File: config.mk
export PLATFORM = sky130hd
export DESIGN_NAME = nibble_serial_adder_flat
export DESIGN_NICKNAME = d
export VERILOG_FILES = /design/src/rtl/alu_pkg.sv /design/src/rtl/nibble_serial_adder_if.sv /design/src/rtl/nibble_add4.sv /design/src/rtl/nibble_serial_adder.sv /design/src/flat_wrapper.sv
export SDC_FILE = /design/constraint.sdc
export NUM_CORES = 1
export LEC_CHECK = 0
export BUFFER_PORTS_ARGS = -buffer_cell sky130_fd_sc_hd__buf_2
export CORE_UTILIZATION = 41
export CTS_CLUSTER_DIAMETER = 30
export DETAILED_ROUTE_END_ITERATION = 8
export GPL_TIMING_DRIVEN = 0
export HOLD_SLACK_MARGIN = 0.12
export SETUP_SLACK_MARGIN = 0.1
export SLEW_MARGIN = 20
export SYNTH_ARGS = -nofsm -noshare
export SYNTH_HDL_FRONTEND = slang
export SYNTH_SLANG_ARGS = --single-unit
File: constraint.sdc
create_clock -name clk -period 6.2 [get_ports clk]
set_clock_uncertainty 0.2 [all_clocks]
set_input_delay 0.93 -clock clk [delete_from_list [all_inputs] [get_ports clk]]
set_output_delay 0.93 -clock clk [all_outputs]
set_load 0.02 [all_outputs]
File: src/rtl/alu_pkg.sv
// Shared definitions for the nibble-serial adder/subtractor:
// datapath slice width and FSM state encoding.
package alu_pkg;

  localparam int NIBBLE_W = 4;

  typedef enum logic [1:0] {
    IDLE = 2'd0,
    RUN  = 2'd1,
    DONE = 2'd2
  } state_t;

endpackage

File: src/rtl/nibble_serial_adder_if.sv
// Operand/result bus of the nibble-serial adder.
// Optional macro ALU_CARRY_IN_EN adds the cin request field.
//
// Handshake: a request transfers on a rising edge where in_valid && in_ready;
// a result transfers on a rising edge where out_valid && out_ready. A valid
// side never depends combinationally on the matching ready, and the producer
// of out_valid holds result and flags stable until that transfer edge.
interface nibble_serial_adder_if #(
  parameter int NIBBLES = 4
);
  localparam int W = 4 * NIBBLES;

  logic         in_valid;
  logic         in_ready;
  logic [W-1:0] op_a;
  logic [W-1:0] op_b;
  logic         sub;
`ifdef ALU_CARRY_IN_EN
  logic         cin;
`endif
  logic         out_valid;
  logic         out_ready;
  logic [W-1:0] result;
  logic         carry_out;
  logic         overflow;
  logic         zero;

`ifdef ALU_CARRY_IN_EN
  modport master (
    output in_valid, op_a, op_b, sub, cin, out_ready,
    input  in_ready, out_valid, result, carry_out, overflow, zero
  );
  modport slave (
    input  in_valid, op_a, op_b, sub, cin, out_ready,
    output in_ready, out_valid, result, carry_out, overflow, zero
  );
`else
  modport master (
    output in_valid, op_a, op_b, sub, out_ready,
    input  in_ready, out_valid, result, carry_out, overflow, zero
  );
  modport slave (
    input  in_valid, op_a, op_b, sub, out_ready,
    output in_ready, out_valid, result, carry_out, overflow, zero
  );
`endif

endinterface

File: src/rtl/nibble_add4.sv
// Combinational 4-bit adder slice: {cout, sum} = a + b + cin.
module nibble_add4
  import alu_pkg::*;
(
  input  logic [NIBBLE_W-1:0] a,
  input  logic [NIBBLE_W-1:0] b,
  input  logic                cin,
  output logic [NIBBLE_W-1:0] sum,
  output logic                cout
);

  logic [NIBBLE_W:0] full;

  // One extra bit captures the carry out of the slice.
  assign full = {1'b0, a} + {1'b0, b} + {{NIBBLE_W{1'b0}}, cin};
  assign sum  = full[NIBBLE_W-1:0];
  assign cout = full[NIBBLE_W];

endmodule

File: src/rtl/nibble_serial_adder.sv
// Multi-cycle W-bit adder/subtractor built from a single 4-bit slice,
// processing one nibble per clock, least significant nibble first.
// Optional macro ALU_CARRY_IN_EN: initial carry comes from bus.cin
// (SBC-style subtract) instead of being forced to the sub bit.
module nibble_serial_adder
  import alu_pkg::*;
#(
  parameter int NIBBLES = 4
) (
  input  logic                  clk,
  input  logic                  rst,
  nibble_serial_adder_if.slave  bus,
  output state_t                dbgState
);

  localparam int W     = NIBBLE_W * NIBBLES;
  localparam int IDX_W = (NIBBLES > 1) ? $clog2(NIBBLES) : 1;
  localparam logic [IDX_W-1:0] LAST_IDX = IDX_W'(NIBBLES - 1);

  state_t              state;
  state_t              nextState;
  logic [IDX_W-1:0]    idx;
  logic [W-1:0]        aReg;
  logic [W-1:0]        bEffReg;
  logic [W-1:0]        resultReg;
  logic [W-1:0]        resultNext;
  logic                carryReg;
  logic                carryOutReg;
  logic                overflowReg;
  logic                zeroReg;
  logic [NIBBLE_W-1:0] aNib;
  logic [NIBBLE_W-1:0] bNib;
  logic [NIBBLE_W-1:0] sumNib;
  logic                coutNib;
  logic                accept;
  logic                lastStep;
  logic                initCarry;
  logic [W-1:0]        bEffIn;

  // Requests are only taken in IDLE, so accept does not need in_ready fed back.
  assign accept   = bus.in_valid && (state == IDLE);
  assign lastStep = (state == RUN) && (idx == LAST_IDX);
  assign bEffIn   = bus.sub ? ~bus.op_b : bus.op_b;

`ifdef ALU_CARRY_IN_EN
  assign initCarry = bus.cin;
`else
  assign initCarry = bus.sub;
`endif

  // Select the current nibble of each latched operand.
  assign aNib = aReg[NIBBLE_W*idx +: NIBBLE_W];
  assign bNib = bEffReg[NIBBLE_W*idx +: NIBBLE_W];

  nibble_add4 u_add (
    .a    (aNib),
    .b    (bNib),
    .cin  (carryReg),
    .sum  (sumNib),
    .cout (coutNib)
  );

  // Result with the current slice merged in; feeds both the register and the flags.
  always_comb begin
    resultNext = resultReg;
    resultNext[NIBBLE_W*idx +: NIBBLE_W] = sumNib;
  end

  // FSM state register.
  always_ff @(posedge clk) begin
    if (rst) state <= IDLE;
    else     state <= nextState;
  end

  // FSM next-state and handshake outputs.
  always_comb begin
    nextState     = state;
    bus.in_ready  = 1'b0;
    bus.out_valid = 1'b0;
    case (state)
      IDLE: begin
        bus.in_ready = 1'b1;
        if (bus.in_valid) nextState = RUN;
      end
      RUN: begin
        if (idx == LAST_IDX) nextState = DONE;
      end
      DONE: begin
        bus.out_valid = 1'b1;
        if (bus.out_ready) nextState = IDLE;
      end
      default: nextState = IDLE;
    endcase
  end

  // Operand latch, per-nibble accumulation, carry ripple and final flags.
  always_ff @(posedge clk) begin
    if (rst) begin
      idx         <= '0;
      aReg        <= '0;
      bEffReg     <= '0;
      resultReg   <= '0;
      carryReg    <= 1'b0;
      carryOutReg <= 1'b0;
      overflowReg <= 1'b0;
      zeroReg     <= 1'b0;
    end else if (accept) begin
      idx         <= '0;
      aReg        <= bus.op_a;
      bEffReg     <= bEffIn;
      resultReg   <= '0;
      carryReg    <= initCarry;
      carryOutReg <= 1'b0;
      overflowReg <= 1'b0;
      zeroReg     <= 1'b0;
    end else if (state == RUN) begin
      resultReg <= resultNext;
      carryReg  <= coutNib;
      idx       <= lastStep ? '0 : idx + 1'b1;
      if (lastStep) begin
        carryOutReg <= coutNib;
        overflowReg <= (aReg[W-1] == bEffReg[W-1]) && (resultNext[W-1] != aReg[W-1]);
        zeroReg     <= ~|resultNext;
      end
    end
  end

  assign bus.result    = resultReg;
  assign bus.carry_out = carryOutReg;
  assign bus.overflow  = overflowReg;
  assign bus.zero      = zeroReg;
  assign dbgState      = state;

endmodule
File: src/flat_wrapper.sv
// flat-port wrapper written by rule: the top's interface ports become plain ports
module nibble_serial_adder_flat import alu_pkg::*;
#(
  parameter int NIBBLES = 4
)
  (clk, rst, dbgState, bus_in_valid, bus_op_a, bus_op_b, bus_sub, bus_out_ready, bus_in_ready, bus_out_valid, bus_result, bus_carry_out, bus_overflow, bus_zero);
  nibble_serial_adder_if #(.NIBBLES(NIBBLES)) bus_i ();
  input  logic clk;
  input  logic rst;
  output state_t dbgState;
  input wire logic [$bits(bus_i.in_valid)-1:0] bus_in_valid;
  input wire logic [$bits(bus_i.op_a)-1:0] bus_op_a;
  input wire logic [$bits(bus_i.op_b)-1:0] bus_op_b;
  input wire logic [$bits(bus_i.sub)-1:0] bus_sub;
  input wire logic [$bits(bus_i.out_ready)-1:0] bus_out_ready;
  output wire logic [$bits(bus_i.in_ready)-1:0] bus_in_ready;
  output wire logic [$bits(bus_i.out_valid)-1:0] bus_out_valid;
  output wire logic [$bits(bus_i.result)-1:0] bus_result;
  output wire logic [$bits(bus_i.carry_out)-1:0] bus_carry_out;
  output wire logic [$bits(bus_i.overflow)-1:0] bus_overflow;
  output wire logic [$bits(bus_i.zero)-1:0] bus_zero;
  assign bus_i.in_valid = bus_in_valid;
  assign bus_i.op_a = bus_op_a;
  assign bus_i.op_b = bus_op_b;
  assign bus_i.sub = bus_sub;
  assign bus_i.out_ready = bus_out_ready;
  assign bus_in_ready = bus_i.in_ready;
  assign bus_out_valid = bus_i.out_valid;
  assign bus_result = bus_i.result;
  assign bus_carry_out = bus_i.carry_out;
  assign bus_overflow = bus_i.overflow;
  assign bus_zero = bus_i.zero;
  nibble_serial_adder #(.NIBBLES(NIBBLES)) u_core (.clk(clk), .rst(rst), .bus(bus_i), .dbgState(dbgState));
endmodule
; ---- Word level (Yosys, flattened, before mapping)
; Cells that the tools add are included.
[word_totals]
ff_bits = 56
input_bits = 37
output_inout_bits = 23
elab_cells = 47
[classes]
n_bitwise = 1
shift = 4
n_mux = 11
n_eq_ne = 8
reduce_logical = 10
n_addsub = 4
[op_table]
columns = op, n
row1 = $neg A4 Y34, 1
row2 = $shift A4 B34 Y16 const A, 1
row3 = $shiftx A4 B34 Y16, 1
row4 = $shiftx A16 B5 Y4, 2
row5 = $bwmux W16, 1
row6 = $mux W16, 1
row7 = $not A16 Y16, 1
row8 = $reduce_or A16 Y1, 1
row9 = $mux W2, 4
row10 = $pmux W2 S3, 1
row11 = $add A4 B4 Y5, 1
row12 = $add A5 B1 Y5, 1
row13 = $eq A2 B2 Y1 const B, 2
row14 = $mux W1, 4
row15 = $ne A2 B2 Y1 const B, 2
row16 = $logic_and A1 B1 Y1, 3
row17 = $reduce_and A3 Y1, 1
row18 = $add A2 B1 Y2 const B, 1
row19 = $eq A2 B1 Y1 const B, 1
row20 = $logic_not A2 Y1, 1
row21 = $ne A2 B1 Y1 const B, 1
row22 = $reduce_and A2 Y1, 1
row23 = $reduce_bool A2 Y1, 1
row24 = $reduce_or A2 Y1, 1
row25 = other kinds (3), 3

; ---- Depth between registers and ports, before layout
[depth]
ltp_word = 7
ltp_mapped = 11
ltp_nobuf = 9

; ---- Hierarchy
; A second synthesis with hierarchy kept.
[hier_totals]
cells_unflattened = 302
hier_area_um2 = 2706.3
[modules_own_cells]
columns = module, area_each_um2, cells_per_inst, instances, seq_area_each_um2
row1 = nibble_serial_adder, 2562.5, 286, 1, 1121.1
row2 = nibble_add4, 143.9, 16, 1, 0.0

; ---- Worst setup path after synthesis
; OpenSTA, ideal clock, no wires.
[synth_path]
path_kind = register -> register
startpoint = register u_core.idx[0]
endpoint = register u_core.zeroReg, in the netlist u_core.bus.zero
setup_time_ps = 127
synth_period_minus_slack_ps = 3145
n_path_buf = 2
stages_incl_launch_ff = 12
t_required_ps = 5873
t_arrival_ps = 2818
setup_slack_ps = 3055
path_cell_list = dfxtp_1 -> buf_4 -> buf_2 -> mux4_2 -> fa_1 -> inv_1 -> fa_1 -> nor2_1 -> a41oi_1 -> and3_1 -> nand4_1 -> o21ai_0
[synth_via]
elab_chain_len = 7
elab_cells_between_ends = 13
cone_classes = add/sub (3) / eq/ne (1) / shift (4) / mux (1) / reduce/logical (4)
[synth_lines]
columns = item, line
row1 = start: declaration, nibble_serial_adder.sv:22  ; logic [IDX_W-1:0] idx;
row2 = start signal: assignment, nibble_serial_adder.sv:119  ; idx <= lastStep ? '0 : idx + 1'b1;
row3 = $shiftx A16 B5 Y4 (on tied branches), "nibble_serial_adder.sv:52, nibble_serial_adder.sv:53"
row4 = $add A4 B4 Y5, nibble_add4.sv:15  ; assign full = {1'b0, a} + {1'b0, b} + {{NIBBLE_W{1'b0}}, cin};
row5 = $add A5 B1 Y5, nibble_add4.sv:15
row6 = $shiftx A4 B34 Y16, nibble_serial_adder.sv:66  ; resultNext[NIBBLE_W*idx +: NIBBLE_W] = sumNib;
row7 = $bwmux W16, nibble_serial_adder.sv:66
row8 = $reduce_or A16 Y1, nibble_serial_adder.sv:123  ; zeroReg <= ~|resultNext;
row9 = $logic_not A1 Y1, nibble_serial_adder.sv:123
row10 = end signal: assignment, nibble_serial_adder.sv:123
row11 = end: declaration, nibble_serial_adder.sv:30  ; logic zeroReg;
; Parallel ways exist; a longest one is shown, timed or not.
; A chain may end at the register's enable or synchronous reset.

; ---- Final worst setup path
; Same ends and word-level chain as after synthesis.

==> flow_summary_export.csv <==
group,metric,value,unit
run_status,run_status,"complete, but fails checks",
run_status,violations,"DRC",
cells_and_area,final_area,0.003299,sq mm
detailed_routing,route.detailed.drc,4,
sta,finalHoldViolCount,0,
yosys,syn_avg_cell_area,8.900,sq um
sta,fmax,0.2796,GHz
global_route,grt_max_degree,19,
detailed_routing,drt-initial-drc-count,114,
clock_network,cts_setup_buffers,0,
yosys,synthDistinctLibCells,48,
yosys,synth_area_leader_cell,"dfxtp_1",
yosys,ys_warn_count,0,
worst_setup_path,cp.arrival,3.58,ns
clock_network,hold_buffers,0,
cells_and_area,final_nets,430,
sta,worstMarginPinSlew,0.5867,ns
place,dp_hpwl,5028,um
run,maxCapViolations,0,
worst_setup_path,r2r_start,"u_core.idx[0]$_SDFFE_PP0P_",
yosys,synth_edf_count,0,
clock_network,cts_tree,"done",
power_and_ir_drop,p_sw_share,29.69,%
cells_and_area,antennaDiodeCount,0,
yosys,synthTopCellsByArea,"dfxtp_1, mux4_2, nor2_1",
cells_and_area,final_cell_mix,"buf_2, dfxtp_1, nor2_1",
place,place_area,0.003208,sq mm
cells_and_area,layout_commonest_cell,"buf_2",
global_route,grt_pass1_wl,11450,um
yosys,synth_xor_area_share,4.967,%
power_and_ir_drop,ir_drop,0.1054,mV
power_and_ir_drop,leakage,1.313,nW
sta,rsz0062_at_grt,"no",
worst_setup_path,rr_endpoint,"u_core.bus.zero$_SDFFE_PP0P_",
floorplanning,die_h,84.96,um
global_route,track_usage,20.36,%
yosys,netlist.area_leader.share,39.73,%
yosys,synth_top_family_by_area,"simple AND/OR/NAND/NOR gates",
sta,maxSlewHeadroom,60.89,%
floorplanning,io-pin-count,60,
power_and_ir_drop,combPwrFrac,20.0,%
sta,min_period_over_period,57.68,%
global_route,antenna_found_initial,0,
sta,fin_ws,2.624,ns
cells_and_area,fill_cells,651,
detailed_routing,wire_per_inst,14.51,um
yosys,synthAdderAreaFrac,5.410,%
power_and_ir_drop,p_sw,0.2222,mW
worst_setup_path,required,6.21,ns
power_and_ir_drop,power,0.7482,mW
place,place_inst,452,
yosys,synthSimpleGateAreaFrac,20.00,%
power_and_ir_drop,internal-power,0.5260,mW
clock_network,cts_buffers,5,
place,finalWeightedCongestion,0.8309,
yosys,synth-seq-cells,56,
sta,tns,0,ns
cells_and_area,finalNonFillerCells,460,
place,preCtsSetupSlack,2.608,ns
min_path,min_to,"u_core.aReg[6]$_SDFFE_PP0P_",
clock_network,cts_root_buffer,"clkbuf_8",
clock_network,clock_sinks,56,
power_and_ir_drop,clock_power_share,27.9,%
detailed_routing,dr.pass1.iters,9,
cells_and_area,regArea,0.001121,sq mm
global_route,grt_pass1_vias,2335,
floorplanning,die-area,0.007217,sq mm
yosys,synth_compound_area_share,17.96,%
clock_network,h-tree-depth,2,
yosys,synthFlopType,"dfxtp_1",
worst_setup_path,worstSetupPathType,"register to register",
floorplanning,start_util,43.44,%
detailed_routing,drt_wl_total,6674,um
worst_setup_path,r2r_slack,2.62,ns
global_route,overflow,0,
clock_network,clk_pin_slew,0.11,ns
floorplanning,die_w,84.96,um
detailed_routing,vias_per_cell,5.283,
clock_network,cts-resized-gates,0,
min_path,hold_class,"register to register",
min_path,worstHoldStart,"u_core.aReg[6]$_SDFFE_PP0P_",
yosys,async_flop_share,0,%
cells_and_area,drive_gt1_share,24.02,%
clock_network,clockBufferDepth,2,
floorplanning,core_area,0.006495,sq mm
cells_and_area,synthToLayoutAreaGrowth,16.94,%
place,port_buffers,58,
sta,min_period,3.576,ns
detailed_routing,ant_nets,0,
yosys,synth.cell_area,0.002821,sq mm
power_and_ir_drop,p_per_area,226.8,mW/mm^2
cells_and_area,multi_input_area,0.001564,sq mm
floorplanning,num_rows,29,
worst_setup_path,critPathMaxFanout,10,
detailed_routing,vias,2430,
worst_setup_path,r2r_cells,11,
yosys,synthCells,317,
power_and_ir_drop,p_seq_share,52.1,%
clock_network,worstSkewPairLatency,0.32,ns
sta,setup_viol,0,
yosys,synth_nets,365,
worst_setup_path,crit_path_end_kind,"register",
yosys,synth.area.mux_share,7.095,%
worst_setup_path,start_kind,"register",
sta,slew_viol_final,0,
yosys,ys_seq_area_share,39.73,%
min_path,hold_depth,2,
-- logic make-up (layout without fill, tap and decap cells) --
logic type,Yosys count,after routing
and+or+nand+nor,120,120
AOI/OAI and AO/OA,74,74
DFF,56,56
buffers and inverters,30,96
xor gates and xnor gates,16,16
adders and majority gates,11,11
muxes,10,10
-- per-stage QoR --
step / hold WS (ns) / utilization [%]
after floorplan: 0.2331 / -
after global placement: 0.2416 / 49.39
after detailed placement: 0.2454 / 49.39
after CTS: 0.2608 / 50.80
after global routing: 0.2806 / 50.80
final: 0.2611 / 50.80
-- layout make-up --
cell class | count | share of cell area [%]
clock buffers | 5 | 2.086
clock inverters | 3 | 0.6826
plain buffers | 21 | 3.110
repair buffers | 58 | 8.798
flip-flops and latches | 56 | 33.98
multi-input cells | 231 | 47.40
inverters | 9 | 1.024
well taps | 77 | 2.920
-- worst max path at each step --
stage / start / end / depth (start not counted)
final: u_core.idx[0]$_SDFFE_PP0P_ / u_core.bus.zero$_SDFFE_PP0P_ / 11
after global routing: u_core.idx[0]$_SDFFE_PP0P_ / u_core.bus.zero$_SDFFE_PP0P_ / 11
after CTS: u_core.idx[0]$_SDFFE_PP0P_ / u_core.bus.zero$_SDFFE_PP0P_ / 11
after detailed placement: u_core.idx[0]$_SDFFE_PP0P_ / u_core.bus.zero$_SDFFE_PP0P_ / 11
after global placement: u_core.idx[0]$_SDFFE_PP0P_ / u_core.bus.zero$_SDFFE_PP0P_ / 11
after floorplan: u_core.idx[0]$_SDFFE_PP0P_ / u_core.bus.zero$_SDFFE_PP0P_ / 11
-- state kept, by name (all words and copies together), names as in the netlist --
name                  flops
u_core.bus.carry_out      1
u_core.aReg              16
u_core.idx                2
u_core.bEffReg           16
u_core.dbgState           2
u_core.carryReg           1
u_core.bus.overflow       1
u_core.bus.zero           1
u_core.bus.result        16
-- power groups by stage --
stage | Clock (mW) | Combinational, mW | Sequential, mW
6_report | 0.208 | 0.150 | 0.390
3_5_place_dp | 0 | 0.150 | 0.399
4_1_cts | 0.214 | 0.151 | 0.390
2_1_floorplan | 0 | 0.105 | 0.399
3_3_place_gp | 0 | 0.149 | 0.398
5_1_grt | 0.232 | 0.168 | 0.393
-- synthesized netlist by cell type (all sizes together), types with 2 or more instances --
cell / n
o22ai: 2
nand2: 42
a32oi: 4
xnor2: 16
nand2b: 3
and3: 2
and4bb: 2
ha: 9
nor2: 43
fa: 2
a41oi: 2
o21ai: 2
a22oi: 8
inv: 9
mux4: 8
nor4: 3
a31oi: 3
a211oi: 21
or3: 2
mux2i: 2
nor2b: 8
clkbuf: 8
dfxtp: 56
and2b: 2
nor3: 4
a21oi: 25
buf: 13
nand3: 2
and2: 3
-- layer usage --
metal  part of all wire [%]  track usage [%]
met3                    3.8            5.058
met4                    1.9            6.626
met5                      0                0
met1                     46            25.93
met2                     48            33.87
-- worst max-delay path: stages (launching register included) --
cell and delay (ns):
dfxtp_1 0.41, buf_4 0.22, buf_2 0.33, mux4_2 0.59, fa_1 0.42, inv_1 0.08, fa_1 0.21, nor2b_1 0.07
nor2_1 0.36, o22ai_1 0.15, a221oi_1 0.29, o21ai_0 0.12
(Power assumes the default switching activity.)
